$ cat config.mk
export PLATFORM = sky130hd
export DESIGN_NAME = wf68k30l_movep_lanes
export DESIGN_NICKNAME = d
export VERILOG_FILES = /design/src/rtl/wf68k30l_pkg.sv /design/src/rtl/wf68k30l_movep_lanes.sv
export SDC_FILE = /design/constraint.sdc
export NUM_CORES = 1
export LEC_CHECK = 0
export BUFFER_PORTS_ARGS = -buffer_cell sky130_fd_sc_hd__clkbuf_2
export CAP_MARGIN = 10
export CORE_MARGIN = 2
export CORE_UTILIZATION = 57
export CTS_BUF_LIST = sky130_fd_sc_hd__clkbuf_8
export DETAILED_ROUTE_END_ITERATION = 6
export PLACE_DENSITY = 0.88
export SLEW_MARGIN = 20
export SYNTH_ARGS = -nofsm -noshare
export SYNTH_HDL_FRONTEND = slang
export SYNTH_SLANG_ARGS = --single-unit
$ cat constraint.sdc
create_clock -name CLK -period 4.6 [get_ports CLK]
set_clock_uncertainty 0.15 [all_clocks]
set_input_delay 0.92 -clock CLK [delete_from_list [all_inputs] [get_ports CLK]]
set_output_delay 0.92 -clock CLK [all_outputs]
set_load 0.02 [all_outputs]
$ cat src/rtl/wf68k30l_pkg.sv
// Shared types and constants for the WF68K30L MOVEP byte-lane sequencer.
// The ABORT state exists only when WF68K30L_MOVEP_BERR_EN is defined.
package wf68k30l_pkg;

`ifdef WF68K30L_MOVEP_BERR_EN
  typedef enum logic [2:0] {
    ST_IDLE,
    ST_REQ,
    ST_GAP,
    ST_FINISH,
    ST_ABORT
  } movep_st_e;
`else
  typedef enum logic [2:0] {
    ST_IDLE,
    ST_REQ,
    ST_GAP,
    ST_FINISH
  } movep_st_e;
`endif

  localparam int unsigned LONG_BYTES = 4;
  localparam int unsigned WORD_BYTES = 2;
  localparam int unsigned ADR_STRIDE = 2;

  // Byte lanes sit on every other address, MSB at the base.
  function automatic logic [31:0] lane_off(
    input logic       long_op,
    input logic [1:0] pntr
  );
    logic [1:0] last;
    logic [1:0] idx;
    last = long_op ? 2'(LONG_BYTES - 1) : 2'(WORD_BYTES - 1);
    idx  = last - pntr;
    return 32'(idx) * 32'(ADR_STRIDE);
  endfunction

  function automatic logic [7:0] byte_sel(
    input logic [31:0] d,
    input logic [1:0]  p
  );
    return d[{p, 3'b000} +: 8];
  endfunction

endpackage

$ cat src/rtl/wf68k30l_movep_lanes.sv
// MOVEP byte-lane sequencer: one byte bus cycle per lane, MSB first.
// Define WF68K30L_MOVEP_BERR_EN to abort a transfer on BUS_ERR.
module wf68k30l_movep_lanes
  import wf68k30l_pkg::*;
(
  input  logic        CLK,
  input  logic        RESET_CPUn,
  input  logic        START,
  input  logic        REG_TO_MEM,
  input  logic        OP_LONG,
  input  logic [31:0] BASE_ADR,
  input  logic [31:0] REG_DATA,
  output logic        BUS_REQ,
  output logic [31:0] BUS_ADR,
  output logic        BUS_WR,
  output logic [7:0]  BUS_DOUT,
  input  logic [7:0]  BUS_DIN,
  input  logic        BUS_RDY,
  input  logic        BUS_ERR,
  output logic [1:0]  BYTE_PNTR,
  output logic        BUSY,
  output logic        DONE,
  output logic        RESULT_VALID,
  output logic [31:0] RESULT,
  output logic        ERR
);

  movep_st_e   st_q, st_d;
  logic [1:0]  ptr_q, ptr_d;
  logic [31:0] base_q, base_d;
  logic [31:0] data_q, data_d;
  logic        wr_q, wr_d;
  logic        long_q, long_d;
  logic [31:0] asm_q, asm_d;
  logic [31:0] result_q, result_d;
  logic        bus_req_q, bus_req_d;
  logic [31:0] bus_adr_q, bus_adr_d;
  logic        bus_wr_q, bus_wr_d;
  logic [7:0]  bus_dout_q, bus_dout_d;
  logic        busy_q, busy_d;
  logic        done_q, done_d;
  logic        rv_q, rv_d;
  logic        err_q, err_d;

`ifndef WF68K30L_MOVEP_BERR_EN
  logic unused_berr;
  assign unused_berr = BUS_ERR;
`endif

  always_comb begin
    st_d     = st_q;
    ptr_d    = ptr_q;
    base_d   = base_q;
    data_d   = data_q;
    wr_d     = wr_q;
    long_d   = long_q;
    asm_d    = asm_q;
    result_d = result_q;
    unique case (st_q)
      ST_IDLE: begin
        if (START) begin
          base_d = BASE_ADR;
          data_d = REG_DATA;
          wr_d   = REG_TO_MEM;
          long_d = OP_LONG;
          ptr_d  = OP_LONG ? 2'd3 : 2'd1;
          asm_d  = '0;
          st_d   = ST_REQ;
        end
      end
      ST_REQ: begin
`ifdef WF68K30L_MOVEP_BERR_EN
        if (BUS_ERR) begin
          st_d = ST_ABORT;
        end else
`endif
        if (BUS_RDY) begin
          if (!wr_q) begin
            asm_d[{ptr_q, 3'b000} +: 8] = BUS_DIN;
          end
          if (ptr_q == 2'd0) begin
            st_d = ST_FINISH;
            if (!wr_q) begin
              result_d = long_q ? asm_d
                                : {data_q[31:16], asm_d[15:0]};
            end
          end else begin
            ptr_d = ptr_q - 2'd1;
            st_d  = ST_GAP;
          end
        end
      end
      ST_GAP:    st_d = ST_REQ;
      ST_FINISH: st_d = ST_IDLE;
`ifdef WF68K30L_MOVEP_BERR_EN
      ST_ABORT:  st_d = ST_IDLE;
`endif
      default:   st_d = ST_IDLE;
    endcase
  end

  // Bus outputs follow the next state so they are registered and steady.
  always_comb begin
    bus_req_d  = (st_d == ST_REQ);
    bus_adr_d  = bus_req_d ? base_d + lane_off(long_d, ptr_d) : '0;
    bus_wr_d   = bus_req_d & wr_d;
    bus_dout_d = bus_wr_d ? byte_sel(data_d, ptr_d) : '0;
    busy_d     = (st_d == ST_REQ) || (st_d == ST_GAP);
    done_d     = (st_d == ST_FINISH);
    rv_d       = done_d & ~wr_d;
`ifdef WF68K30L_MOVEP_BERR_EN
    err_d      = (st_d == ST_ABORT);
`else
    err_d      = 1'b0;
`endif
  end

  always_ff @(posedge CLK) begin
    if (!RESET_CPUn) begin
      st_q       <= ST_IDLE;
      ptr_q      <= '0;
      base_q     <= '0;
      data_q     <= '0;
      wr_q       <= 1'b0;
      long_q     <= 1'b0;
      asm_q      <= '0;
      result_q   <= '0;
      bus_req_q  <= 1'b0;
      bus_adr_q  <= '0;
      bus_wr_q   <= 1'b0;
      bus_dout_q <= '0;
      busy_q     <= 1'b0;
      done_q     <= 1'b0;
      rv_q       <= 1'b0;
      err_q      <= 1'b0;
    end else begin
      st_q       <= st_d;
      ptr_q      <= ptr_d;
      base_q     <= base_d;
      data_q     <= data_d;
      wr_q       <= wr_d;
      long_q     <= long_d;
      asm_q      <= asm_d;
      result_q   <= result_d;
      bus_req_q  <= bus_req_d;
      bus_adr_q  <= bus_adr_d;
      bus_wr_q   <= bus_wr_d;
      bus_dout_q <= bus_dout_d;
      busy_q     <= busy_d;
      done_q     <= done_d;
      rv_q       <= rv_d;
      err_q      <= err_d;
    end
  end

  assign BUS_REQ      = bus_req_q;
  assign BUS_ADR      = bus_adr_q;
  assign BUS_WR       = bus_wr_q;
  assign BUS_DOUT     = bus_dout_q;
  assign BYTE_PNTR    = ptr_q;
  assign BUSY         = busy_q;
  assign DONE         = done_q;
  assign RESULT_VALID = rv_q;
  assign RESULT       = result_q;
  assign ERR          = err_q;

endmodule

==> results.py, run 1 <==
metrics = {
    "die": {
        "num_io_pins": 159,
        "start_util_pct": 57.73,
        "die-area_um2": 14190,
        "placementRows": 42,
        "die_h_um": 119.1,
        "die_x_um": 119.1,
        "core_um2": 13090,
    },
    "timing": {
        "final_max_slew_viol_count": 0,
        "max_freq_mhz": 272.4,
        "setup_tns_ns": 0,
        "layout_setup_ws_ns": 0.9285,
        "period_minus_slack_ns": 3.672,
        "rsz0062_at_grt": "false",
        "hold_viol_final": 0,
        "final.period_utilization_pct": 79.82,
        "finalSetupViolCount": 0,
        "max_slew_margin_pct": 33.55,
        "worst_slew_pin_slew_ns": 0.9956,
    },
    "detailed_routing": {
        "vias": 6949,
        "wl_met2_um": 8933,
        "drtPass1Iterations": 5,
        "routedWlPerCell_um": 16.66,
        "drc": 0,
        "vias_per_cell": 5.879,
        "dr_wl_met3_um": 1683,
        "first_iter_violations": 778,
        "top_layer_used": "met4",
        "final_antenna_net_count": 0,
        "drt_wl_total_um": 19690,
        "drt-met1-wl_um": 8594,
    },
    "clocking": {
        "clkLatencyLatePin_ns": 0.47,
        "ctsHoldBuffers": 0,
        "clock_tree.root_cell": "clkbuf_8",
        "clk_pin_slew_worst_paths_ns": 0.08,
        "clockBufferDepth": 2,
        "cts.sinks": 172,
        "cts_tree": "done",
        "cts_buffers": 17,
        "htree_levels": 4,
        "post_cts_buffers": 0,
        "cts-resized-gates": 0,
    },
    "setup_path": {
        "arrival_ns": 3.91,
        "rr_startpoint": "st_q[0]$_SDFF_PN0_",
        "r2r-end": "BUS_ADR[10]$_SDFF_PN0_",
        "critPathCaptureType": "flop",
        "path_max_fanout": 20,
        "startpoint_type": "primary input",
        "reg2reg_slack_ns": 1.00,
        "required_ns": 4.84,
        "worstSetupPathType": "in2reg",
        "reg2regPathDepth": 10,
    },
    "pwr": {
        "power_density_nw_per_um2": 348.2,
        "leakage_nw": 3.510,
        "ir_drop_mv": 0.2483,
    },
    "synthesis": {
        "ys_types": 62,
        "synth_xor_area_share_pct": 2.319,
        "muxShareOfSynthArea_pct": 8.448,
        "synth_compound_area_share_pct": 18.34,
        "synth_edf_count": 0,
        "synth-adder-area-share_pct": 1.259,
        "synth-simple-area-share_pct": 20.03,
        "synth_top_family_by_area": "simple AND/OR/NAND/NOR gates",
        "ys_ff_latch": 172,
        "syn_inst": 863,
        "synth.cell_area_um2": 7553,
        "synth-main-ff-cell": "dfxtp_1",
        "synth-async-reset-ratio_pct": 0,
        "ys_warn_count": 0,
        "syn_area_per_cell_um2": 8.753,
        "synth_seq_area_share_pct": 45.59,
    },
    "run": {
        "maxCapViolCount": 0,
    },
    "worst_hold_path": {
        "hp-class": "reg2reg",
        "min_to": "data_q[14]$_SDFF_PN0_",
        "worstHoldStart": "data_q[14]$_SDFF_PN0_",
        "worstHoldPathCells": 2,
    },
    "cells_and_area": {
        "syn_to_final_growth_pct": 17.86,
        "nFillCells": 1051,
        "drive_above_1_share_pct": 22.07,
        "finalNetCount": 1079,
        "diodes": 0,
    },
    "global_routing": {
        "grt_pass1_wl_um": 31420,
        "grt_pass1_vias": 6350,
        "track_usage_pct": 27.78,
        "overflow": 0,
        "grt_max_degree": 78,
        "antenna_found_initial": 0,
    },
    "place": {
        "place_hpwl_um": 13540,
        "gp_congestion": 0.8816,
        "dp_slack_ns": 0.5450,
        "io_buffers": 156,
    },
    "status": {
        "outcome": "complete, no violations",
    },
}
metrics by stage:
step,util [%],hold slack (ns),total power [mW],cell area (um2),std cells
CTS,67.99,0.3076,3.109,8896,1182
global placement,64.31,0.2908,1.897,8416,1150
detailed placement,64.41,0.2961,1.906,8428,1150
floorplan,-,0.2830,1.791,7557,864
finish,68.03,0.3061,3.100,8902,1182
global route,68.03,0.3248,3.210,8902,1182
worst max-delay path, stage by stage:
cell,delay (ns)
clkbuf_2,0.12
and4bb_2,0.59
a22oi_1,0.27
and2_1,0.26
xnor2_1,0.14
and2_1,0.17
ha_1,0.31
a21oi_1,0.46
a21oi_1,0.17
or2_2,0.34
a21oi_1,0.14
worst max-delay path by stage:
stage,cells past startpoint,from,slack (ns),to
CTS,12,BUS_RDY,1.00,BUS_ADR[22]$_SDFF_PN0_
finish,11,BUS_RDY,0.93,BUS_ADR[10]$_SDFF_PN0_
floorplan,13,START,0.73,BUS_ADR[9]$_SDFF_PN0_
global route,11,BUS_RDY,0.80,BUS_ADR[31]$_SDFF_PN0_
global placement,12,BUS_RDY,0.60,BUS_ADR[22]$_SDFF_PN0_
detailed placement,12,BUS_RDY,0.55,BUS_ADR[22]$_SDFF_PN0_
where the power goes:
| part | switching [mW] | leakage, nW | internal, mW |
|---|---|---|---|
| clock network | 0.534 | 0.236 | 0.685 |
| logic | 0.205 | 1.88 | 0.117 |
| registers | 0.0314 | 1.40 | 1.53 |
layout make-up:
class                   instances  area [um2]  share of cell area [%]
flip-flops and latches        172        3443                   38.68
well taps                     176       220.2                   2.474
inverters                      13       48.80                  0.5481
repair buffers                169       878.3                   9.866
clock buffers                  20       275.3                   3.092
multi-input cells             620        3844                   43.18
clock inverters                12       192.7                   2.164
per-layer routing:
| layer | global-route usage (%) | up-vias |
|---|---|---|
| met2 | 42.06 | 325 |
| met4 | 11.68 | 0 |
| met5 | 0 | - |
| met1 | 37.63 | 3271 |
| met3 | 7.184 | 42 |
| li1 | - | 3311 |
Yosys cell counts (5+ instances only):
master / n / share of area, %
nor4_1: 9 / 0.75
nor3_1: 21 / 1.4
a22oi_1: 26 / 2.6
o21ai_0: 12 / 0.80
buf_2: 12 / 0.80
nand2b_1: 5 / 0.41
and3_1: 8 / 0.66
and2_1: 7 / 0.58
mux2i_1: 57 / 7.6
xnor2_1: 12 / 1.4
o21ai_1: 8 / 0.53
a2bb2oi_1: 8 / 0.93
a21oi_1: 67 / 4.4
buf_1: 7 / 0.35
a211oi_1: 15 / 1.5
o21a_1: 5 / 0.50
nand4_1: 11 / 0.91
xor2_1: 8 / 0.93
a22o_1: 16 / 1.9
nand3_1: 35 / 2.3
nor2_1: 95 / 4.7
dfxtp_1: 172 / 46
inv_1: 12 / 0.60
clkbuf_1: 37 / 1.8
nand2_1: 121 / 6.0
ha_1: 6 / 0.99
a211o_1: 13 / 1.5
state kept, by name (all words and copies together) (netlist names):
| signal | count |
|---|---|
| BUS_ADR | 32 |
| RESULT | 32 |
| base_q | 32 |
| data_q | 32 |
| asm_q | 24 |
| BUS_DOUT | 8 |
| st_q | 3 |
| BYTE_PNTR | 2 |
| BUSY | 1 |
| BUS_REQ | 1 |
| BUS_WR | 1 |
| DONE | 1 |
| RESULT_VALID | 1 |
| long_q | 1 |
| wr_q | 1 |
cells by family after synthesis:
kind of cell             after synthesis
AND/OR/NAND/NOR                      330
AO/OA/AOI/OAI                        199
flip-flops                           172
buffers and inverters                 72
multiplexers                          62
XOR/XNOR                              20
adder cells (fa/ha/maj)                7
other                                  1
cells in the final DEF (no fill, tap or decap), types with 3 or more instances in the layout:
cell       count
nor4_1         6
and2_1         7
a211o_1       13
buf_4         13
ha_1           6
nand2b_1       5
bufinv_16      5
and3_1         8
mux2_2         4
xor2_1         8
o21ai_1        8
a22o_1        16
a2111oi_0      4
nor3_1        21
o21a_1         5
o21ai_0       12
nand3_1       35
a211oi_1      15
a2bb2oi_1      8
nor3b_1        4
clkinv_2       3
nor2_1        94
clkbuf_2     156
a21oi_1       67
or3_1          4
a22oi_1       26
a21boi_0       4
mux2i_1       57
nor4_2         4
xnor2_1       12
nand4_1       11
clkbuf_8      20
o31a_1         3
inv_1         13
nand2_1      121
dfxtp_1      172
Power figures use the tool's default switching activity.
==> run 2, diff against run 1 <==
- clock period: 4.6 -> 3.5 ns (I/O delays scaled with it)
==> results.py, run 2 (synthesis results as in run 1) <==
metrics = {
    "status": {
        "outcome": "complete, no violations",
    },
    "die": {
        "core_um2": 13090,
        "start_util_pct": 57.73,
        "num_io_pins": 159,
        "placementRows": 42,
        "die_h_um": 119.1,
        "die-area_um2": 14190,
        "die_x_um": 119.1,
    },
    "timing": {
        "finalSetupViolCount": 0,
        "max_slew_margin_pct": 44.28,
        "final_max_slew_viol_count": 0,
        "final.period_utilization_pct": 88.41,
        "hold_viol_final": 0,
        "rsz0062_at_grt": "false",
        "worst_slew_pin_slew_ns": 0.8346,
        "setup_tns_ns": 0,
        "max_freq_mhz": 323.2,
        "period_minus_slack_ns": 3.094,
    },
    "clocking": {
        "clock_tree.root_cell": "clkbuf_8",
        "clk_pin_slew_worst_paths_ns": 0.09,
        "cts-resized-gates": 0,
        "cts_tree": "done",
        "htree_levels": 4,
        "ctsHoldBuffers": 0,
        "clkLatencyLatePin_ns": 0.46,
        "post_cts_buffers": 0,
        "clockBufferDepth": 2,
        "cts_buffers": 17,
        "cts.sinks": 172,
    },
    "worst_hold_path": {
        "hp-class": "in2reg",
        "min_to": "data_q[6]$_SDFF_PN0_",
        "worstHoldPathCells": 3,
        "worstHoldStart": "REG_DATA[6]",
    },
    "setup_path": {
        "arrival_ns": 3.34,
        "startpoint_type": "flop",
        "worstSetupPathType": "reg2reg",
        "rr_startpoint": "st_q[1]$_SDFF_PN0_",
        "required_ns": 3.75,
        "r2r-end": "BUS_ADR[29]$_SDFF_PN0_",
        "reg2regPathDepth": 11,
        "path_max_fanout": 7,
        "reg2reg_slack_ns": 0.41,
        "critPathCaptureType": "flop",
    },
    "cells_and_area": {
        "syn_to_final_growth_pct": 18.97,
        "finalNetCount": 1097,
        "layout_commonest_cell": "dfxtp_1",
        "diodes": 0,
        "mostFrequentLayoutCells": "dfxtp_1 (172), clkbuf_2 (156), nand2_1 (121)",
        "drive_above_1_share_pct": 23.14,
        "nFillCells": 1030,
    },
    "global_routing": {
        "grt_pass1_wl_um": 32110,
        "overflow": 0,
        "grt_max_degree": 68,
        "track_usage_pct": 28.45,
        "antenna_found_initial": 0,
        "grt_pass1_vias": 6565,
    },
    "pwr": {
        "power_density_nw_per_um2": 438.7,
        "power_mw": 3.942,
        "leakage_nw": 3.590,
        "ir_drop_mv": 0.2894,
    },
    "place": {
        "io_buffers": 156,
        "gp_congestion": 0.9217,
        "place_hpwl_um": 14140,
    },
    "run": {
        "maxCapViolCount": 0,
    },
    "detailed_routing": {
        "drc": 0,
        "vias_per_cell": 5.839,
        "drt_wl_total_um": 20030,
        "final_antenna_net_count": 0,
        "first_iter_violations": 562,
        "vias": 7007,
        "drtPass1Iterations": 5,
        "routedWlPerCell_um": 16.69,
    },
}
run 2: power breakdown:
group	switching (mW)	leakage, nW	internal [mW]
combinational	0.266	1.97	0.162
clock	0.707	0.223	0.757
sequential	0.0416	1.40	2.01
total	1.02	3.59	2.93
run 2: how the worst max path moves through the flow:
stage | from | end
after floorplan | START | BUS_ADR[22]$_SDFF_PN0_
after global placement | START | BUS_ADR[29]$_SDFF_PN0_
after detailed placement | START | BUS_ADR[29]$_SDFF_PN0_
after CTS | st_q[1]$_SDFF_PN0_ | BUS_ADR[25]$_SDFF_PN0_
after global routing | BYTE_PNTR[0]$_SDFF_PN0_ | BUS_ADR[31]$_SDFF_PN0_
final | st_q[1]$_SDFF_PN0_ | BUS_ADR[29]$_SDFF_PN0_
run 2: final cells by class:
class,count,area (um2),area share [%]
sequential,172,3443,38.32
clock buffer,20,275.3,3.063
timing repair buffer,187,1026,11.42
inverter,13,48.80,0.5430
multi-input combinational,620,3827,42.59
tap,176,220.2,2.451
clock inverter,12,145.1,1.615
run 2: critical path, cell delays in order (launching register included):
cell and delay [ns]:
dfxtp_1 0.40, or4b_4 0.55, nand3_1 0.16, and2_1 0.18, xnor2_1 0.15, nand2_1 0.12
fa_1 0.48, inv_1 0.09, o221ai_2 0.18, buf_4 0.23, a211o_1 0.22, a21oi_1 0.13
run 2: per-layer routing:
| metal | share of wire (%) | track usage [%] |
|---|---|---|
| met1 | 42 | 37.43 |
| met3 | 9.1 | 7.711 |
| met4 | 3.0 | 13.17 |
| met2 | 45 | 43.57 |
| met5 | 0 | 0 |
run 2: through the flow:
stage	utilization (%)	cell area, um2	instances	hold slack, ns	worst slack (ns)
3_5_place_dp	65.46	8566	1168	0.2977	0.05604
4_1_cts	68.67	8986	1200	0.2848	0.4094
2_1_floorplan	-	7592	864	0.2830	0.004371
5_1_grt	68.67	8986	1200	0.3039	0.1744
3_3_place_gp	65.46	8566	1168	0.2908	0.1861
6_report	68.67	8986	1200	0.3045	0.4057
